--- src/rtl/alu_operand_pkg.sv ---
// Shared constants and encodings for the ALU operand stage.
package alu_operand_pkg;

    localparam int unsigned DEF_REG_AW = 5;
    localparam logic [DEF_REG_AW-1:0] ZERO_REG = '0;

    typedef enum logic [1:0] {
        EMPTY = 2'd0,
        ONE   = 2'd1,
        TWO   = 2'd2
    } state_t;

    typedef enum logic [1:0] {
        FWD_REG = 2'd0,
        FWD_EX  = 2'd1,
        FWD_WB  = 2'd2
    } fwd_sel_t;

endpackage

--- src/rtl/operand_fwd_mux.sv ---
// Single-operand forward resolution: EX beats WB beats register data; r0 never forwards.
module operand_fwd_mux
    import alu_operand_pkg::*;
#(
    parameter int unsigned DATA_W = 32,
    parameter int unsigned REG_AW = DEF_REG_AW
) (
    input  logic [REG_AW-1:0] addr,
    input  logic [DATA_W-1:0] reg_data,
    input  logic              ex_valid,
    input  logic [REG_AW-1:0] ex_addr,
    input  logic [DATA_W-1:0] ex_data,
    input  logic              wb_valid,
    input  logic [REG_AW-1:0] wb_addr,
    input  logic [DATA_W-1:0] wb_data,
    output logic [DATA_W-1:0] data_c
);

    fwd_sel_t sel;

    always_comb begin
        sel = FWD_REG;
        if (addr != REG_AW'(ZERO_REG)) begin
            if (ex_valid && (addr == ex_addr)) begin
                sel = FWD_EX;
            end else if (wb_valid && (addr == wb_addr)) begin
                sel = FWD_WB;
            end
        end
    end

    always_comb begin
        data_c = reg_data;
        case (sel)
            FWD_EX:  data_c = ex_data;
            FWD_WB:  data_c = wb_data;
            default: data_c = reg_data;
        endcase
    end

endmodule

--- src/rtl/alu_operand_stage.sv ---
// Resolves ALU operands (forwarding, immediate extension) and holds them in a
// 2-entry skid buffer so the ALU can stall without dropping decoded beats.
module alu_operand_stage
    import alu_operand_pkg::*;
#(
    parameter int unsigned DATA_W = 32,
    parameter int unsigned IMM_W  = 16,
    parameter int unsigned REG_AW = DEF_REG_AW
) (
    input  logic              clk,
    input  logic              rst_n,
    input  logic              in_valid,
    output logic              in_ready,
    input  logic [REG_AW-1:0] in_rs_addr,
    input  logic [REG_AW-1:0] in_rt_addr,
    input  logic [DATA_W-1:0] in_rs_data,
    input  logic [DATA_W-1:0] in_rt_data,
    input  logic [IMM_W-1:0]  in_imm,
    input  logic              in_imm_signed,
    input  logic              in_alu_src,
    input  logic              fwd_ex_valid,
    input  logic [REG_AW-1:0] fwd_ex_addr,
    input  logic [DATA_W-1:0] fwd_ex_data,
    input  logic              fwd_wb_valid,
    input  logic [REG_AW-1:0] fwd_wb_addr,
    input  logic [DATA_W-1:0] fwd_wb_data,
    input  logic              flush,
    output logic              out_valid,
    input  logic              out_ready,
    output logic [DATA_W-1:0] out_a,
    output logic [DATA_W-1:0] out_b,
    output logic [DATA_W-1:0] out_st_data
);

    state_t state, state_nxt;

    logic [DATA_W-1:0] rs_res_c, rt_res_c;
    logic [DATA_W-1:0] imm_sx_c, imm_zx_c, imm_ext_c;
    logic [DATA_W-1:0] new_b_c;
    logic signed [IMM_W-1:0] imm_s_c;

    logic [DATA_W-1:0] skid_a, skid_b, skid_st;

    logic accept_c, pop_c;
    logic head_ld_in_c, head_ld_skid_c, skid_ld_c;

    operand_fwd_mux #(.DATA_W(DATA_W), .REG_AW(REG_AW)) u_fwd_rs (
        .addr     (in_rs_addr),
        .reg_data (in_rs_data),
        .ex_valid (fwd_ex_valid),
        .ex_addr  (fwd_ex_addr),
        .ex_data  (fwd_ex_data),
        .wb_valid (fwd_wb_valid),
        .wb_addr  (fwd_wb_addr),
        .wb_data  (fwd_wb_data),
        .data_c   (rs_res_c)
    );

    operand_fwd_mux #(.DATA_W(DATA_W), .REG_AW(REG_AW)) u_fwd_rt (
        .addr     (in_rt_addr),
        .reg_data (in_rt_data),
        .ex_valid (fwd_ex_valid),
        .ex_addr  (fwd_ex_addr),
        .ex_data  (fwd_ex_data),
        .wb_valid (fwd_wb_valid),
        .wb_addr  (fwd_wb_addr),
        .wb_data  (fwd_wb_data),
        .data_c   (rt_res_c)
    );

    // Casting a signed operand to the wider width sign-extends it.
    assign imm_s_c   = in_imm;
    assign imm_sx_c  = DATA_W'(imm_s_c);
    assign imm_zx_c  = DATA_W'(in_imm);
    assign imm_ext_c = in_imm_signed ? imm_sx_c : imm_zx_c;
    assign new_b_c   = in_alu_src ? rt_res_c : imm_ext_c;

    assign accept_c = in_valid && in_ready;
    assign pop_c    = out_valid && out_ready;

    // Next-state and register-load selection; flush overrides everything.
    always_comb begin
        state_nxt      = state;
        head_ld_in_c   = 1'b0;
        head_ld_skid_c = 1'b0;
        skid_ld_c      = 1'b0;
        if (flush) begin
            state_nxt = EMPTY;
        end else begin
            case (state)
                EMPTY: begin
                    if (accept_c) begin
                        state_nxt    = ONE;
                        head_ld_in_c = 1'b1;
                    end
                end
                ONE: begin
                    if (accept_c && pop_c) begin
                        head_ld_in_c = 1'b1;
                    end else if (accept_c) begin
                        state_nxt = TWO;
                        skid_ld_c = 1'b1;
                    end else if (pop_c) begin
                        state_nxt = EMPTY;
                    end
                end
                TWO: begin
                    if (pop_c) begin
                        state_nxt      = ONE;
                        head_ld_skid_c = 1'b1;
                    end
                end
                default: state_nxt = EMPTY;
            endcase
        end
    end

    // in_ready/out_valid are registered copies of the next-state decode.
    always_ff @(posedge clk or negedge rst_n) begin
        if (!rst_n) begin
            state     <= EMPTY;
            in_ready  <= 1'b1;
            out_valid <= 1'b0;
        end else begin
            state     <= state_nxt;
            in_ready  <= (state_nxt != TWO);
            out_valid <= (state_nxt != EMPTY);
        end
    end

    always_ff @(posedge clk or negedge rst_n) begin
        if (!rst_n) begin
            out_a       <= '0;
            out_b       <= '0;
            out_st_data <= '0;
            skid_a      <= '0;
            skid_b      <= '0;
            skid_st     <= '0;
        end else begin
            if (head_ld_in_c) begin
                out_a       <= rs_res_c;
                out_b       <= new_b_c;
                out_st_data <= rt_res_c;
            end else if (head_ld_skid_c) begin
                out_a       <= skid_a;
                out_b       <= skid_b;
                out_st_data <= skid_st;
            end
            if (skid_ld_c) begin
                skid_a  <= rs_res_c;
                skid_b  <= new_b_c;
                skid_st <= rt_res_c;
            end
        end
    end

endmodule

--- config.mk ---
export PLATFORM = sky130hd
export DESIGN_NAME = alu_operand_stage
export DESIGN_NICKNAME = d
export VERILOG_FILES = /design/src/rtl/alu_operand_pkg.sv /design/src/rtl/operand_fwd_mux.sv /design/src/rtl/alu_operand_stage.sv
export SDC_FILE = /design/constraint.sdc
export NUM_CORES = 1
export LEC_CHECK = 0
export CAP_MARGIN = 15
export CORE_ASPECT_RATIO = 0.7
export CORE_MARGIN = 3
export CORE_UTILIZATION = 45
export CTS_BUF_LIST = sky130_fd_sc_hd__clkbuf_8
export DETAILED_ROUTE_END_ITERATION = 6
export PLACE_DENSITY = 0.81
export SYNTH_ARGS = -nofsm -noshare
export SYNTH_HDL_FRONTEND = slang
export SYNTH_SLANG_ARGS = --single-unit
--- constraint.sdc ---
create_clock -name clk -period 2 [get_ports clk]
set_clock_uncertainty 0.05 [all_clocks]
set_input_delay 0.6 -clock clk [delete_from_list [all_inputs] [get_ports clk]]
set_output_delay 0.6 -clock clk [all_outputs]
set_load 0.01 [all_outputs]
==> flow_metrics.env <==
export IMPL_switchingPower_mw=5.72
export IMPL_swShare_pct=37.9
export IMPL_hold_ws_ps=344
export IMPL_worstPathMaxFanout=5
export IMPL_relSlewSlack_pct=61.6
export IMPL_ys_seq_elements=196
export IMPL_die_y_um=131
export IMPL_fp_dieArea_um2=24000
export IMPL_grt_start_max_net_pins=85
export IMPL_required_ps=2330
export IMPL_p_seq_share_pct=44.9
export IMPL_crit_chain="clkdlybuf4s15_1 > xor2_1 > nor3_1 > nand3_1 > or3_4 > ha_4 > buf_12 > buf_12 > a221o_1 > a31oi_2 > a21oi_1 > o22a_1"
export IMPL_finalWorstSetupSlack_ps=-853
export IMPL_final_nets=1650
export IMPL_cp_start_kind="input pin"
export IMPL_violations="setup timing"
export IMPL_met1Wirelength_um=18000
export IMPL_hold_path_class="input pin to flip-flop"
export IMPL_globalplace_congestion=0.943
export IMPL_drtIter0Drc=1653
export IMPL_cts_buffers=17
export IMPL_critPathCaptureType="flip-flop"
export IMPL_postRouteAntennaNets=0
export IMPL_cts_buffer_depth=2
export IMPL_num_fill_cells=1100
export IMPL_critPathSlowestCell="or3_4"
export IMPL_yosys_cell_types_count=43
export IMPL_yosysSeqAreaShare_pct=49.2
export IMPL_synth_most_common_cell="dfrtp_1"
export IMPL_crit_path_start="fwd_wb_addr[3]"
export IMPL_die_w_um=184
export IMPL_p_per_area_nw_per_um2=870
export IMPL_status="finished with violations"
export IMPL_syn_cell_area_um2=9960
export IMPL_wl_per_cell_um=28.3
export IMPL_cts_num_sinks=196
export IMPL_finalSetupViolCount=192
export IMPL_rsz0062_at_grt="yes"
export IMPL_crit_path_end="out_b[14]"
export IMPL_synth_top_area_share_pct=49.0
export IMPL_min_period_ps=2850
export IMPL_crit_type="input pin to flip-flop"
export IMPL_clkLatencyLatePin_ps=500
export IMPL_total_power_mw=15.1
export IMPL_antenna_found_initial=5
export IMPL_syn_num_nets=1204
export IMPL_synthArstFlopShare_pct=100
export IMPL_top_level_ports=271
export IMPL_synthTopCellsByArea="dfrtp_1 (49%), o221a_2 (7.2%), nand2_1 (5.5%)"
export IMPL_synth_area_per_cell_um2=9.70
export IMPL_clk_pin_slew_ps=120
export IMPL_overflow=0
export IMPL_p_leak_nw=7.22
export IMPL_drc_errors=0
export IMPL_wl_met3_um=6850
export IMPL_grt_use_total_pct=37.2
export IMPL_internal_power_mw=9.39
export IMPL_syn_inst=1027
export IMPL_combPwrFrac_pct=36.7
export IMPL_dpl_hpwl_um=29000
export IMPL_cp_arrival_ps=3180
export IMPL_synth_largest_area_cell="dfrtp_1"
export IMPL_num_vias=11800
export IMPL_initial_utilization_pct=46.9
export IMPL_dr_wl_met2_um=22200
export IMPL_cts_tree="yes"
export IMPL_fin_util_pct=81.7
export IMPL_firstDrtPassIters=6
export IMPL_yosys_warnings=0
export IMPL_grt_pass1_vias=11000
export IMPL_cts_root_buffer="clkbuf_8"
export IMPL_hold_path_depth=2
export IMPL_fin_crit_sh_pct=143
export IMPL_syn2layout_area_growth_pct=74.3
export IMPL_yosys_top_cells_count="dfrtp_1 (195), nand2_1 (145), a21oi_1 (84), o21ai_0 (81), o221a_2 (64)"
export IMPL_critical_path_most_common_cell="buf_12"
export IMPL_port_buffers=270
export IMPL_max_freq_ghz=0.351
export IMPL_cap_violations=0
export IMPL_rrSetupSlack_ps=20
export IMPL_critPathMaxStageDelay_ps=390
export IMPL_viasPerCell=6.67
export IMPL_tightest_slew_ps=576
export IMPL_fp_row_count=44
export IMPL_drt_wl_total_um=50100
export IMPL_layout_drive_gt1_share_pct=42.3
export IMPL_synth_edf_count=0
export IMPL_dr_max_layer_used="met5"
export IMPL_regToRegEndpoint="out_b[29]"
export IMPL_drv_slew=0
export IMPL_ir_drop_uv=532
export IMPL_reg2reg_depth=7
export IMPL_core_region_area_um2=21300
export IMPL_synthFlopType="dfrtp_1"
export IMPL_h_tree_depth=4
export IMPL_clkPwrFrac_pct=18.4
export IMPL_grt_pass1_wl_um=67400
export IMPL_final_hold_viol_count=0
export IMPL_rr_startpoint="out_valid"
-- layer usage --
layer / up-vias / GRT usage (%)
li1: 4707 / -
met1: 5700 / 49.9
met2: 1095 / 57.5
met3: 285 / 10.9
met4: 2 / 14.4
met5: - / 0
-- stage by stage --
stage,setup TNS [ps],area [um^2],cells,worst slack [ps]
floorplan,-114660,10600,1027,-791
global placement,-275520,14500,1631,-1670
detailed placement,-280640,14500,1631,-1730
CTS,-90060,16500,1735,-658
global route,-115730,17400,1766,-873
finish,-112420,17400,1768,-853
-- registers in the layout, indices dropped and copies added (netlist names) --
signal / count
skid_b: 32
out_st_data: 32
in_ready: 1
skid_st: 32
skid_a: 32
out_a: 32
state: 2
out_valid: 1
out_b: 32
-- cell usage in the layout, fill, tap and decap left out, types with 6 or more instances in the layout --
cell,synthesis,routed
o221a_4,0,7
a21oi_2,0,49
o221ai_1,16,10
o21ai_2,0,22
a21oi_4,1,18
xor2_1,12,8
or3_1,19,18
buf_6,7,49
o22a_1,16,16
dlygate4sd2_1,0,100
dfrtp_1,195,193
buf_16,0,8
a21oi_1,84,18
nand2_1,145,121
nor2b_1,18,17
nor2_1,52,19
o21ai_1,0,52
a31oi_2,0,10
a22oi_1,48,16
buf_12,0,47
nand2_2,0,13
a221oi_4,0,15
buf_2,18,10
a221o_1,16,13
inv_1,33,33
nor2_4,0,28
o221ai_2,0,6
o221a_2,64,57
diode_2,0,6
nand3b_1,32,32
a22oi_2,0,32
nand2_4,0,11
buf_4,1,142
buf_8,0,7
clkbuf_8,0,19
mux2_2,17,17
nand2b_1,17,17
clkdlybuf4s50_1,0,148
a31oi_4,0,6
o21ai_0,81,6
-- worst max-delay path: cells and delay by family --
family / cells / cell delay (ps)
AOI/OAI and AO/OA: 4 / 890
and+or+nand+nor: 3 / 750
buffers and inverters: 3 / 520
xor gates and xnor gates: 1 / 160
adders and majority gates: 1 / 250
-- timing repair --
item | 4_1_cts | 5_1_grt
hold endpoints to repair | 25 | 0
cloned | 15 | 2
resized for setup | 371 | 165
setup endpoints to repair | 290 | 193
setup buffers | 60 | 35
pin swaps | 121 | 94
hold buffers | 1 | 0
-- how the worst min path moves through the flow --
stage | endpoint | startpoint | slack, ps
after detailed placement | skid_st[9] | skid_st[9] | 420
after CTS | out_valid | flush | 340
after global routing | state[0] | flush | 330
after floorplan | out_a[0] | rst_n | 250
final | out_valid | flush | 340
after global placement | skid_st[7] | skid_st[7] | 410
-- logic make-up after synthesis --
family	synth area share, %
DFF	49.2
and+or+nand+nor	14.6
AOI/OAI and AO/OA	26.4
muxes	2.02
adders and majority gates	0.502
xor gates and xnor gates	1.76
buffers and inverters	5.46
-- final cells by class --
type	count	area (um^2)	area share (%)
Multi-Input combinational cell	707	6150	35.4
Sequential cell	196	4910	28.3
Clock inverter	14	176	1.02
Clock buffer	18	248	1.43
Inverter	33	124	0.713
Antenna cell	6	15.0	0.0865
Timing Repair Buffer	518	5400	31.1
Tap cell	276	345	1.99
-- power groups by stage --
stage                     clock network [mW]  registers (mW)  logic [mW]
after global routing                    2.92            6.88        5.87
after global placement                     0            6.61        4.81
after floorplan                            0            6.64        2.05
after CTS                               2.71            6.57        4.96
final                                   2.78            6.77        5.55
after detailed placement                   0            6.67        4.98
Note: power is estimated with default switching activity, not from simulation.
